--- config.mk ---
export PLATFORM = sky130hd
export DESIGN_NAME = usb_rx_pkt_ctrl_flat
export DESIGN_NICKNAME = d
export VERILOG_FILES = /design/src/rtl/usb_rx_pkt_ctrl_if.sv /design/src/rtl/usb_rx_pkt_ctrl.sv /design/src/flat_wrapper.sv
export SDC_FILE = /design/constraint.sdc
export NUM_CORES = 1
export LEC_CHECK = 0
export BUFFER_PORTS_ARGS = -buffer_cell sky130_fd_sc_hd__buf_4
export CAP_MARGIN = 40
export CORE_MARGIN = 3
export CORE_UTILIZATION = 55
export DETAILED_ROUTE_END_ITERATION = 10
export HOLD_SLACK_MARGIN = 0.1
export PLACE_DENSITY = 0.82
export RECOVER_POWER = 25
export SYNTH_ARGS = -nofsm -noshare
export SYNTH_HDL_FRONTEND = slang
export SYNTH_SLANG_ARGS = --single-unit
--- constraint.sdc ---
create_clock -name clk -period 4.4 [get_ports clk]
set_input_delay 0 -clock clk [delete_from_list [all_inputs] [get_ports clk]]
set_output_delay 0 -clock clk [all_outputs]
set_load 0.05 [all_outputs]
--- src/rtl/usb_rx_pkt_ctrl_if.sv ---
`default_nettype none
// ============================================================================
//  Module      : usb_rx_pkt_ctrl_if
//  Description : Signal bundle for usb_rx_pkt_ctrl. It groups the receiver
//                FIFO read side, the forwarded byte stream and the
//                per-packet status.
//                slave  - view of the packet controller
//                master - view of the environment (receiver FIFO + consumer)
//  Ports       : none (signal container only)
//  Revision    : 1.0 - initial release
// ============================================================================
interface usb_rx_pkt_ctrl_if;
    // receiver side
    logic       rcving;
    logic       r_error;
    logic       empty;
    logic       full;
    logic [7:0] r_data;
    logic       r_enable;
    // forwarded stream
    logic [7:0] out_data;
    logic       out_valid;
    logic       out_ready;
    logic       out_first;
    // packet status
    logic       pkt_done;
    logic [6:0] pkt_len;
    logic       pkt_err;
    logic       pid_err;
    logic       busy;

    modport slave (
        input  rcving, r_error, empty, full, r_data, out_ready,
        output r_enable, out_data, out_valid, out_first,
               pkt_done, pkt_len, pkt_err, pid_err, busy
    );

    modport master (
        output rcving, r_error, empty, full, r_data, out_ready,
        input  r_enable, out_data, out_valid, out_first,
               pkt_done, pkt_len, pkt_err, pid_err, busy
    );
endinterface
`default_nettype wire

--- src/rtl/usb_rx_pkt_ctrl.sv ---
`default_nettype none
// ============================================================================
//  Module      : usb_rx_pkt_ctrl
//  Description : Packet-level read sequencer behind the USB receiver FIFO.
//                Pops bytes, validates the PID byte, forwards payload on a
//                valid/ready stream and reports a one-cycle packet-complete
//                pulse with length and error flags.
//  Ports       : clk    - system clock, rising edge
//                n_rst  - asynchronous active-low reset
//                bus    - usb_rx_pkt_ctrl_if.slave
//                         in : rcving, r_error, empty, full, r_data, out_ready
//                         out: r_enable (combinational), out_data, out_valid,
//                              out_first, pkt_done, pkt_len, pkt_err,
//                              pid_err, busy (all registered)
//  Parameters  : MAX_LEN - max bytes per packet including PID (1..127)
//  Revision    : 1.0 - initial release
// ============================================================================
module usb_rx_pkt_ctrl #(
    parameter int MAX_LEN = 64
) (
    input  wire logic         clk,
    input  wire logic         n_rst,
    usb_rx_pkt_ctrl_if.slave  bus
);

    typedef enum logic [1:0] {
        IDLE   = 2'd0,
        ACTIVE = 2'd1,
        FLUSH  = 2'd2,
        DONE   = 2'd3
    } state_t;

    localparam logic [6:0] MAX_LEN_C = 7'(MAX_LEN);

    state_t     state_q;
    logic [6:0] count_q;
    logic       err_s_q;
    logic       pid_s_q;
    logic [7:0] out_data_q;
    logic       out_valid_q;
    logic       out_first_q;
    logic       pkt_done_q;
    logic [6:0] pkt_len_q;
    logic       pkt_err_q;
    logic       pid_err_q;
    logic       busy_q;

    logic can_take;
    logic accept;
    logic first_byte;
    logic pid_ok;
    logic pop;
    logic load;
    logic eop;
    logic to_done;

    // Output register can take a new byte if it is free or being drained now.
    assign can_take   = !out_valid_q || bus.out_ready;
    assign accept     = out_valid_q && bus.out_ready;
    assign first_byte = (count_q == 7'd0);
    assign pid_ok     = (bus.r_data[3:0] == ~bus.r_data[7:4]);

    // FLUSH drains regardless of the output stage; ACTIVE pops only when the
    // popped byte has somewhere to go.
    assign pop = (((state_q == ACTIVE) && can_take) || (state_q == FLUSH))
                 && !bus.empty;

    // A popped byte is forwarded unless it is a bad PID, beyond MAX_LEN, or
    // popped in the same cycle the receiver flags an error.
    assign load = (state_q == ACTIVE) && pop && !bus.r_error
                  && (first_byte ? pid_ok : (count_q != MAX_LEN_C));

    // End of packet: receiver finished, FIFO drained, output stage clear.
    // In ACTIVE this implies no pop (FIFO is empty).
    assign eop     = !bus.rcving && bus.empty && can_take;
    assign to_done = eop && (((state_q == ACTIVE) && !bus.r_error)
                             || (state_q == FLUSH));

    always_ff @(posedge clk or negedge n_rst) begin
        if (!n_rst) begin
            state_q     <= IDLE;
            count_q     <= 7'd0;
            err_s_q     <= 1'b0;
            pid_s_q     <= 1'b0;
            out_data_q  <= 8'h00;
            out_valid_q <= 1'b0;
            out_first_q <= 1'b0;
            pkt_done_q  <= 1'b0;
            pkt_len_q   <= 7'd0;
            pkt_err_q   <= 1'b0;
            pid_err_q   <= 1'b0;
            busy_q      <= 1'b0;
        end else begin
            pkt_done_q <= 1'b0;

            // Output stage: a load in the same cycle as an accept gives a
            // back-to-back transfer; the stage is otherwise held until taken.
            if (load) begin
                out_data_q  <= bus.r_data;
                out_valid_q <= 1'b1;
                out_first_q <= first_byte;
            end else if (accept) begin
                out_valid_q <= 1'b0;
                out_first_q <= 1'b0;
            end

            // Status is latched on the edge that enters DONE so it lines up
            // with the pkt_done pulse.
            if (to_done) begin
                pkt_done_q <= 1'b1;
                pkt_len_q  <= count_q;
                pkt_err_q  <= err_s_q || (count_q == 7'd0);
                pid_err_q  <= pid_s_q;
            end

            case (state_q)
                IDLE: begin
                    if (bus.rcving || !bus.empty) begin
                        state_q <= ACTIVE;
                        busy_q  <= 1'b1;
                        count_q <= 7'd0;
                        err_s_q <= 1'b0;
                        pid_s_q <= 1'b0;
                    end
                end
                ACTIVE: begin
                    if (bus.full && bus.rcving) begin
                        err_s_q <= 1'b1;
                    end
                    if (bus.r_error) begin
                        err_s_q <= 1'b1;
                        state_q <= FLUSH;
                    end else if (pop) begin
                        if (load) begin
                            count_q <= count_q + 7'd1;
                        end else if (first_byte) begin
                            pid_s_q <= 1'b1;
                            state_q <= FLUSH;
                        end else begin
                            err_s_q <= 1'b1;
                            state_q <= FLUSH;
                        end
                    end else if (to_done) begin
                        state_q <= DONE;
                    end
                end
                FLUSH: begin
                    if (to_done) begin
                        state_q <= DONE;
                    end
                end
                DONE: begin
                    state_q <= IDLE;
                    busy_q  <= 1'b0;
                end
                default: begin
                    state_q <= IDLE;
                    busy_q  <= 1'b0;
                end
            endcase
        end
    end

    assign bus.r_enable  = pop;
    assign bus.out_data  = out_data_q;
    assign bus.out_valid = out_valid_q;
    assign bus.out_first = out_first_q;
    assign bus.pkt_done  = pkt_done_q;
    assign bus.pkt_len   = pkt_len_q;
    assign bus.pkt_err   = pkt_err_q;
    assign bus.pid_err   = pid_err_q;
    assign bus.busy      = busy_q;

endmodule
`default_nettype wire

--- src/flat_wrapper.sv ---
// flat-port wrapper written by rule: the top's interface ports become plain ports
module usb_rx_pkt_ctrl_flat 
#(
    parameter int MAX_LEN = 64
)
  (clk, n_rst, bus_rcving, bus_r_error, bus_empty, bus_full, bus_r_data, bus_out_ready, bus_r_enable, bus_out_data, bus_out_valid, bus_out_first, bus_pkt_done, bus_pkt_len, bus_pkt_err, bus_pid_err, bus_busy);
  usb_rx_pkt_ctrl_if bus_i ();
  input  wire logic clk;
  input  wire logic n_rst;
  input wire logic [$bits(bus_i.rcving)-1:0] bus_rcving;
  input wire logic [$bits(bus_i.r_error)-1:0] bus_r_error;
  input wire logic [$bits(bus_i.empty)-1:0] bus_empty;
  input wire logic [$bits(bus_i.full)-1:0] bus_full;
  input wire logic [$bits(bus_i.r_data)-1:0] bus_r_data;
  input wire logic [$bits(bus_i.out_ready)-1:0] bus_out_ready;
  output wire logic [$bits(bus_i.r_enable)-1:0] bus_r_enable;
  output wire logic [$bits(bus_i.out_data)-1:0] bus_out_data;
  output wire logic [$bits(bus_i.out_valid)-1:0] bus_out_valid;
  output wire logic [$bits(bus_i.out_first)-1:0] bus_out_first;
  output wire logic [$bits(bus_i.pkt_done)-1:0] bus_pkt_done;
  output wire logic [$bits(bus_i.pkt_len)-1:0] bus_pkt_len;
  output wire logic [$bits(bus_i.pkt_err)-1:0] bus_pkt_err;
  output wire logic [$bits(bus_i.pid_err)-1:0] bus_pid_err;
  output wire logic [$bits(bus_i.busy)-1:0] bus_busy;
  assign bus_i.rcving = bus_rcving;
  assign bus_i.r_error = bus_r_error;
  assign bus_i.empty = bus_empty;
  assign bus_i.full = bus_full;
  assign bus_i.r_data = bus_r_data;
  assign bus_i.out_ready = bus_out_ready;
  assign bus_r_enable = bus_i.r_enable;
  assign bus_out_data = bus_i.out_data;
  assign bus_out_valid = bus_i.out_valid;
  assign bus_out_first = bus_i.out_first;
  assign bus_pkt_done = bus_i.pkt_done;
  assign bus_pkt_len = bus_i.pkt_len;
  assign bus_pkt_err = bus_i.pkt_err;
  assign bus_pid_err = bus_i.pid_err;
  assign bus_busy = bus_i.busy;
  usb_rx_pkt_ctrl #(.MAX_LEN(MAX_LEN)) u_core (.clk(clk), .n_rst(n_rst), .bus(bus_i));
endmodule
=== After elaboration in Yosys (flattened, before gate mapping) ===
Cells that the tools add are included.

* Word-level logic and storage cells: 86
* Register bits: 32

* Add/sub/neg operators: 1
* Mux-type cells: 30
* Equal/unequal tests: 12
* Bitwise gates (word level): 1
* Reductions and logical operators: 30

{| class="wikitable"
|+ Operator list
! operator !! number
|-
| 7-bit two-way mux || 4
|-
| 1-bit two-way mux || 16
|-
| 7-bit one-hot mux with 2 select lines || 1
|-
| 1-bit logical AND || 11
|-
| 2-bit two-way mux || 5
|-
| 2-bit by 1-bit != test with 1-bit output, second input constant || 4
|-
| 2-bit one-hot mux with 4 select lines || 1
|-
| 7-bit by 1-bit adder with 7-bit output, second input constant || 1
|-
| 7-bit logical NOT || 1
|-
| 7-bit != test, second input constant || 1
|-
| 1-bit one-hot mux with 2 select lines || 3
|-
| 2-bit AND reduction || 3
|-
| 6-bit AND reduction || 1
|-
| 2-bit nonzero test || 3
|-
| 1-bit logical OR || 5
|-
| 5-bit AND reduction || 1
|-
| 2-bit == test, second input constant || 2
|-
| 4-bit == test || 1
|-
| 1-bit logical NOT || 4
|-
| 2-bit != test, second input constant || 2
|-
| 4-bit != test, second input constant || 1
|-
| 4-bit inverter || 1
|-
| 2-bit by 1-bit == test with 1-bit output, second input constant || 1
|-
| 2-bit logical NOT || 1
|}

=== Logic depth before layout (Yosys ltp) ===
Gate-level depths: netlist (run 1).

* Depth in word-level cells: 12
* Depth in mapped cells: 7
* Mapped depth without buffers: 7

=== Worst setup path after synthesis (run 1) ===
Ideal clock, no wire load.

* Path kind: register to register
* Start point: register u_core.out_valid_q, in the netlist u_core.bus.out_valid
* End point: register u_core.count_q[3]
* Cell stages (with the launch flop): 7
* Arrival: 2,283 ps
* Setup time: 77 ps
* Buffers on the path: 0
* Slack: 2,040 ps
* Cell sequence: dfrtp_1 -> nor2b_1 -> or4_4 -> nor4b_4 -> o21ai_2 -> or4_1 -> a21oi_1

* Word-level cells in the longest chain between the ends: 10

{| class="wikitable"
|+ Ends and longest elaborated chain
! what !! line !! text
|-
| start, declared || usb_rx_pkt_ctrl.sv:40 || <nowiki>logic out_valid_q;</nowiki>
|-
| start signal, assigned || usb_rx_pkt_ctrl.sv:86 || <nowiki>out_valid_q <= 1'b0;</nowiki>
|-
| start signal, assigned || usb_rx_pkt_ctrl.sv:100 || <nowiki>out_valid_q <= 1'b1;</nowiki>
|-
| start signal, assigned || usb_rx_pkt_ctrl.sv:103 || <nowiki>out_valid_q <= 1'b0;</nowiki>
|-
| 1-bit logical NOT * || usb_rx_pkt_ctrl.sv:58 || <nowiki>assign can_take = !out_valid_q || bus.out_ready;</nowiki>
|-
| 1-bit logical OR * || usb_rx_pkt_ctrl.sv:58 ||
|-
| 1-bit logical AND * || usb_rx_pkt_ctrl.sv:65 || <nowiki>assign pop = (((state_q == ACTIVE) && can_take) || (state_q == FLUSH))</nowiki>
|-
| 1-bit logical OR * || usb_rx_pkt_ctrl.sv:65 ||
|-
| 1-bit logical AND * || usb_rx_pkt_ctrl.sv:66 || <nowiki>&& !bus.empty;</nowiki>
|-
| 1-bit logical AND (2 in series) || usb_rx_pkt_ctrl.sv:70 || <nowiki>assign load = (state_q == ACTIVE) && pop && !bus.r_error</nowiki>
|-
| 1-bit logical AND || usb_rx_pkt_ctrl.sv:71 || <nowiki>&& (first_byte ? pid_ok : (count_q != MAX_LEN_C));</nowiki>
|-
| 2-bit by 1-bit != test with 1-bit output (no source line) || n/a ||
|-
| 5-bit AND reduction (no source line) * || n/a ||
|-
| end signal, assigned || usb_rx_pkt_ctrl.sv:135 || <nowiki>count_q <= count_q + 7'd1;</nowiki>
|-
| end, declared || usb_rx_pkt_ctrl.sv:36 || <nowiki>logic [6:0] count_q;</nowiki>
|}

Every way passes the cells marked *; elsewhere a longest branch is shown, timed or not.
A chain may end at the register's enable or synchronous reset.

=== Final worst setup path (run 1) ===
* Start point: register u_core.state_q[1]
* End point: register u_core.err_s_q

* Word-level cells in the longest chain between the ends: 11

{| class="wikitable"
|+ Ends and longest elaborated chain
! what !! line !! text
|-
| start, declared || usb_rx_pkt_ctrl.sv:35 || <nowiki>state_t state_q;</nowiki>
|-
| start signal, assigned || usb_rx_pkt_ctrl.sv:81 || <nowiki>state_q <= IDLE;</nowiki>
|-
| start signal, assigned || usb_rx_pkt_ctrl.sv:119 || <nowiki>state_q <= ACTIVE;</nowiki>
|-
| start signal, assigned || usb_rx_pkt_ctrl.sv:132 || <nowiki>state_q <= FLUSH;</nowiki>
|-
| 2-bit by 1-bit == test with 1-bit output || usb_rx_pkt_ctrl.sv:65, usb_rx_pkt_ctrl.sv:70, usb_rx_pkt_ctrl.sv:116 ||
|-
| 1-bit logical AND || usb_rx_pkt_ctrl.sv:65 ||
|-
| 1-bit logical OR || usb_rx_pkt_ctrl.sv:65 ||
|-
| 1-bit logical AND || usb_rx_pkt_ctrl.sv:66 ||
|-
| 1-bit logical AND (2 in series) || usb_rx_pkt_ctrl.sv:70 ||
|-
| 1-bit logical AND || usb_rx_pkt_ctrl.sv:71 ||
|-
| 1-bit two-way mux || usb_rx_pkt_ctrl.sv:134 || <nowiki>if (load) begin</nowiki>
|-
| 1-bit two-way mux || usb_rx_pkt_ctrl.sv:133 || <nowiki>end else if (pop) begin</nowiki>
|-
| 1-bit two-way mux || usb_rx_pkt_ctrl.sv:130 || <nowiki>if (bus.r_error) begin</nowiki>
|-
| 1-bit one-hot mux with 2 select lines || usb_rx_pkt_ctrl.sv:116 || <nowiki>case (state_q)</nowiki>
|-
| end signal, assigned || usb_rx_pkt_ctrl.sv:122 || <nowiki>err_s_q <= 1'b0;</nowiki>
|-
| end signal, assigned || usb_rx_pkt_ctrl.sv:128 || <nowiki>err_s_q <= 1'b1;</nowiki>
|-
| end signal, assigned || usb_rx_pkt_ctrl.sv:131 || <nowiki>err_s_q <= 1'b1;</nowiki>
|-
| end, declared || usb_rx_pkt_ctrl.sv:37 || <nowiki>logic err_s_q;</nowiki>
|}

Several ways; a longest one is shown, not always the timed one.

==> reports/qor.txt, run 1 <==
DRT iter0 DRCs: 48
commonest cells after routing, fill and taps aside: buf_4 (35), dfrtp_1 (32), nand2_1 (24), dlygate4sd3_1 (14), mux2_2 (12)
vias in the first global route: 1221
Die Y-Extent: 58.47 um
TNS Setup: 0 ns
# IOs: 37
R2R cell count: 5
Post-DRT Antenna Nets: 0
Clock Path Buffers: 2
H-Tree Level Count: 2
Area contributors post-synth: dfrtp_1 (53%), mux2_2 (8.9%), nand2_1 (6.0%)
f_max: 385.1 MHz
Final Max Tran Viols: 33
Max-slew headroom: -13.02%
fin crit share: 59.02%
Critical Path RT: 4.63 ns
Met1 Wirelength: 1.393 mm
met3 wire len: 244 um
Power, Total: 1.248 mW
status: finished, violations left
Vias/cell: 5.526
critical path arrival: 2.83 ns
fraction of layout cells with a size suffix above 1: 30.81%
Routed Wire Length: 3.342 mm
final setup fails: 0
post-DR wirelength/cell: 14.66 um
DRC: 0
worst hold stages: 5
Synth top area share: 52.89%
max_cap viols: 1
Critical R2R Launch: u_core.state_q[1]$_DFFE_PN0P_
min-delay src: bus_rcving
global-route wire length before repair: 5.395 mm
CTS Buf Count: 5
post-detail-place hpwl: 2.354 mm
CP Max Fanout: 17
clk sinks: 32
Initial Utilization: 59.49%
die width: 58.47 um
Synth warnings: 0
Top Layer Used: met4
r2r endpoint: u_core.err_s_q$_DFFE_PN0P_
Worst-Margin Slew: 1.695 ns
Final Util: 78.86%
initial antenna violation count: 0
Reg clk slew, reported paths: 0.10 ns
Final GP Congestion: 0.8341
post-CTS sizing: 0
register area share after synthesis: 52.89%
register bit count reported by yosys: 32
pin count of the biggest net entering global routing: 33
CTS tree: done
Core ar.: 0.002545 sq mm
ant diodes: 0
Leak: 0.9594 nW
Avg Cell Area, Syn: 10.59 sq um
row cnt: 18
Pwr Density: 621.9 mW/mm^2
nets@finish: 214
Root Buffer: clkbuf_4
commonest non-fill, non-tap cell in the layout: buf_4
minimum clock period: 2.597 ns
RSZ-0062 raised after global routing: no
Max Clock Skew: 0.007865 ns
routed vias: 1260
failing checks: capacitance limit, slew limit
1st-pass router iterations: 4
Worst Hold Class: in2reg
CP Launch Type: flop
total congestion overflow: 0
met2 WL: 1.663 mm
reg2reg setup slack: 1.80 ns
Cell variety after synth: 39
Layout area overhead: 32.56%
Hold Fails Final Rpt: 0
worst skew pair latency: 0.33 ns
Tot GR Track Use: 21.41%
CP Class: reg2reg
die area: 0.003418 sq mm
Syn Nets: 160
cell taking the most area after synthesis: dfrtp_1
Peak supply drop: 0.0007257 V
endpoint type of the worst setup path: flop
Post-Syn Area: 0.001514 sq mm
Worst Hold End: u_core.state_q[0]$_DFFE_PN0P_
post-synthesis cell count: 143
number of port buffers: 36
-- metal layers --
layer | vias up | global-route usage [%]
li1 | 602 | -
met1 | 604 | 24.71
met2 | 48 | 37.64
met3 | 6 | 5.263
met4 | 0 | 8.940
met5 | - | 0
-- stage by stage --
step | cell area, sq um | hold slack, ns | cells | setup WS (ns)
finish | 2007 | 0.1656 | 228 | 1.803
global route | 2007 | 0.1812 | 228 | 1.655
CTS | 2011 | 0.1303 | 228 | 1.804
detailed placement | 1809 | -0.03864 | 206 | 2.103
global placement | 1809 | -0.05093 | 206 | 2.180
floorplan | 1514 | -0.2956 | 143 | 2.040
-- repair_timing --
item / CTS / global route
hold buffers: 14 / 0
setup buffers: 0 / 0
hold endpoints to repair: 45 / 0
-- report_power, final --
part	leakage, nW	switching (mW)	internal [mW]
Sequential	0.420	0.0614	0.380
Clock	0.0380	0.0999	0.0759
Combinational	0.502	0.416	0.215
Total	0.959	0.577	0.671
-- critical path, cell delays in order (launching register included) --
cell and delay (ns):
dfrtp_1 0.46, nand2b_2 0.24, or4_4 0.47, a21oi_2 0.61
o41ai_1 0.14, dlygate4sd3_1 0.58
-- flip-flops by register name, indices dropped and copies added, names as in the netlist --
register and flops:
u_core.err_s_q 1, u_core.bus.pkt_len 7, u_core.count_q 7, u_core.bus.out_valid 1, u_core.bus.pid_err 1, u_core.pid_s_q 1, u_core.bus.busy 1, u_core.bus.pkt_done 1
u_core.bus.out_first 1, u_core.bus.pkt_err 1, u_core.bus.out_data 8, u_core.state_q 2
-- worst max-delay path by stage --
stage	from	to	cells after the start
floorplan	u_core.bus.out_valid$_DFFE_PN0P_	u_core.count_q[3]$_DFFE_PN0P_	6
global placement	u_core.state_q[1]$_DFFE_PN0P_	u_core.count_q[5]$_DFFE_PN0P_	6
detailed placement	u_core.state_q[1]$_DFFE_PN0P_	u_core.bus.out_data[4]$_DFFE_PN0P_	4
CTS	u_core.state_q[1]$_DFFE_PN0P_	u_core.pid_s_q$_DFFE_PN0P_	5
global route	u_core.state_q[1]$_DFFE_PN0P_	u_core.err_s_q$_DFFE_PN0P_	5
finish	u_core.state_q[1]$_DFFE_PN0P_	u_core.err_s_q$_DFFE_PN0P_	5
-- cells in the mapped netlist --
master	count
a211oi_1	1
a21o_1	1
a21oi_1	5
a21oi_2	1
a22o_1	1
a41o_1	1
and2_1	2
and2b_1	1
buf_2	1
clkbuf_1	2
dfrtp_1	32
ha_1	2
inv_1	6
mux2_2	12
mux2i_1	1
nand2_1	24
nand2b_1	1
nand2b_2	1
nand3_1	1
nor2_1	10
nor2b_1	4
nor3_1	2
nor4_1	1
nor4b_4	1
o211ai_1	1
o21ai_0	8
o21ai_1	1
o21ai_2	1
o22ai_1	1
o311a_1	1
o31ai_1	3
o41ai_1	2
or2_2	1
or2b_1	1
or3_1	1
or4_1	2
or4_4	1
xnor2_1	4
xor2_1	1
-- cell families (layout without fill, tap and decap cells) --
logic type	count (synthesis)	after routing	synth area share (%)
xor+xnor	5	5	2.892
simple gates	54	54	18.43
fa+ha+maj	2	2	1.653
buf+inv	9	64	2.314
compound gates	28	28	12.23
mux	13	13	9.587
flops	32	32	52.89
-- layout make-up --
cell class / count / area, sq um
inverters: 6 / 22.52
flip-flops and latches: 32 / 800.8
well taps: 30 / 37.54
clock buffers: 6 / 51.30
repair buffers: 50 / 406.6
multi-input cells: 102 / 678.2
fillers: 182 / 538.0
clock inverters: 2 / 10.01
Note: power is estimated with default switching activity, not from simulation.
==> run 2: changes to the inputs <==
CORE_UTILIZATION = 52   (was 55)
PLACE_DENSITY = 0.78   (was 0.82)
clock period = 2.5 ns   (was 4.4 ns; I/O delays follow)
==> run 2 against run 1 <==
Effect of this change: the run still ends with capacitance limit, slew limit left; non-clock buffer count grew 1; sequential power grew 75%; utilization shrank 1.5 points; sequential share of layout area shrank 0.27 points; first-iteration DRC count grew 13%; register-to-register slack lost 1.7 ns; clock power grew 74%; wire length shrank 0.39%.
==> reports/qor.txt, run 2 (synthesis results as in run 1) <==
status: finished, violations left
failing checks: capacitance limit, slew limit
total congestion overflow: 0
CP Class: reg2reg
Largest stage delay, worst path: 0.57 ns
Critical R2R Launch: u_core.state_q[1]$_DFFE_PN0P_
TNS Setup: 0 ns
CTS tree: done
Buf/Inv on CP: 2
die width: 59.96 um
Peak supply drop: 0.0009417 V
critical path, cell by cell: nand2b_2 -> or4_4 -> a21oi_2 -> buf_4 -> o41ai_1 -> dlygate4sd3_1
max_cap viols: 1
final cell count without fillers: 230
Max Clock Skew: 0.01084 ns
Clock Path Buffers: 2
minimum clock period: 2.412 ns
Pwr Density: 1090 mW/mm^2
Layout area overhead: 33.47%
CP Max Fanout: 15
post-CTS setup buffer count: 0
number of port buffers: 36
Worst Hold Class: in2reg
# IOs: 37
critical path arrival: 2.62 ns
Die Y-Extent: 59.96 um
Vias/cell: 5.417
Routed Wire Length: 3.329 mm
die area: 0.003595 sq mm
kind of cell adding the most delay to the critical path: buffers and inverters
commonest non-fill, non-tap cell in the layout: buf_4
reg2reg setup slack: 0.09 ns
r2r endpoint: u_core.err_s_q$_DFFE_PN0P_
Worst-Margin Slew: 1.695 ns
Post-DRT Antenna Nets: 0
fraction of layout cells with a size suffix above 1: 31.16%
global-route wire length before repair: 5.575 mm
Root Buffer: clkbuf_4
commonest cells after routing, fill and taps aside: buf_4 (36), dfrtp_1 (32), nand2_1 (24), dlygate4sd3_1 (14), mux2_2 (12)
Final Max Tran Viols: 33
pin count of the biggest net entering global routing: 33
Worst Hold End: u_core.state_q[0]$_DFFE_PN0P_
R2R cell count: 6
endpoint type of the worst setup path: flop
1st-pass router iterations: 4
worst skew pair latency: 0.33 ns
f_max: 414.6 MHz
CP Launch Type: flop
H-Tree Level Count: 2
Hold Fails Final Rpt: 0
fin crit share: 96.48%
Leak: 0.9613 nW
Initial Utilization: 57.95%
DRC: 0
Core ar.: 0.002613 sq mm
clk sinks: 32
Hold WS: 0.1620 ns
Tot GR Track Use: 21.04%
RSZ-0062 raised after global routing: no
vias in the first global route: 1285
nets@finish: 215
Max-slew headroom: -13.00%
Critical Path RT: 2.71 ns
post-detail-place hpwl: 2.356 mm
design area: 0.002021 sq mm
Reg clk slew, reported paths: 0.10 ns
area of placed instances: 0.001817 sq mm
row cnt: 18
post-DR wirelength/cell: 14.47 um
DRT iter0 DRCs: 54
Final Util: 77.35%
worst hold stages: 5
final setup fails: 0
Final GP Congestion: 0.8308
min-delay src: bus_rcving
CTS Buf Count: 5
Crit-path slowest cell: dlygate4sd3_1
initial antenna violation count: 0
Largest register FFs: 8
routed vias: 1246
placed instance count: 207
## run 2: what timing repair did
item                       CTS  global route
gates resized for setup      0             2
setup endpoints to repair    0             2
hold endpoints to repair    45             0
hold buffers                14             0
## run 2: cell type report
| class | instances | area (sq um) |
|---|---|---|
| clock buffer | 8 | 58.81 |
| tap | 30 | 37.54 |
| multi-input combinational | 102 | 684.4 |
| antenna | 1 | 2.502 |
| timing repair buffer | 51 | 414.1 |
| inverter | 6 | 22.52 |
| sequential | 32 | 800.8 |
| fill | 191 | 591.8 |
## run 2: tightest hold or removal path, stage by stage
cell and delay [ns]:
buf_4 0.09, nor2b_1 0.07, nand2_1 0.07, o22ai_1 0.08, a21o_1 0.16
## run 2: through the flow
stage,power (mW),worst slack (ns)
floorplan,1.533,0.1399
global placement,1.827,0.2824
detailed placement,1.859,0.1787
CTS,2.202,0.1343
global route,2.333,0.007167
finish,2.202,0.08809
## run 2: where the power goes
| group | internal (mW) | switching, mW |
|---|---|---|
| clock | 0.139 | 0.167 |
| combinational | 0.386 | 0.741 |
| sequential | 0.668 | 0.102 |
## run 2: layer usage
| layer | global-route usage (%) | share of wire (%) |
|---|---|---|
| met5 | 0 | 0 |
| met4 | 10.76 | 1.8 |
| met3 | 5.400 | 5.0 |
| met2 | 34.57 | 51 |
| met1 | 25.28 | 42 |
## run 2: worst max-delay path by stage
stage | startpoint | slack (ns) | to | depth (start not counted)
after global placement | u_core.state_q[1]$_DFFE_PN0P_ | 0.28 | u_core.count_q[3]$_DFFE_PN0P_ | 6
final | u_core.state_q[1]$_DFFE_PN0P_ | 0.09 | u_core.err_s_q$_DFFE_PN0P_ | 6
after CTS | u_core.state_q[1]$_DFFE_PN0P_ | 0.13 | u_core.err_s_q$_DFFE_PN0P_ | 6
after global routing | u_core.state_q[1]$_DFFE_PN0P_ | 0.007 | u_core.pid_s_q$_DFFE_PN0P_ | 6
after detailed placement | u_core.state_q[1]$_DFFE_PN0P_ | 0.18 | u_core.count_q[3]$_DFFE_PN0P_ | 6
after floorplan | u_core.bus.out_valid$_DFFE_PN0P_ | 0.14 | u_core.count_q[3]$_DFFE_PN0P_ | 6
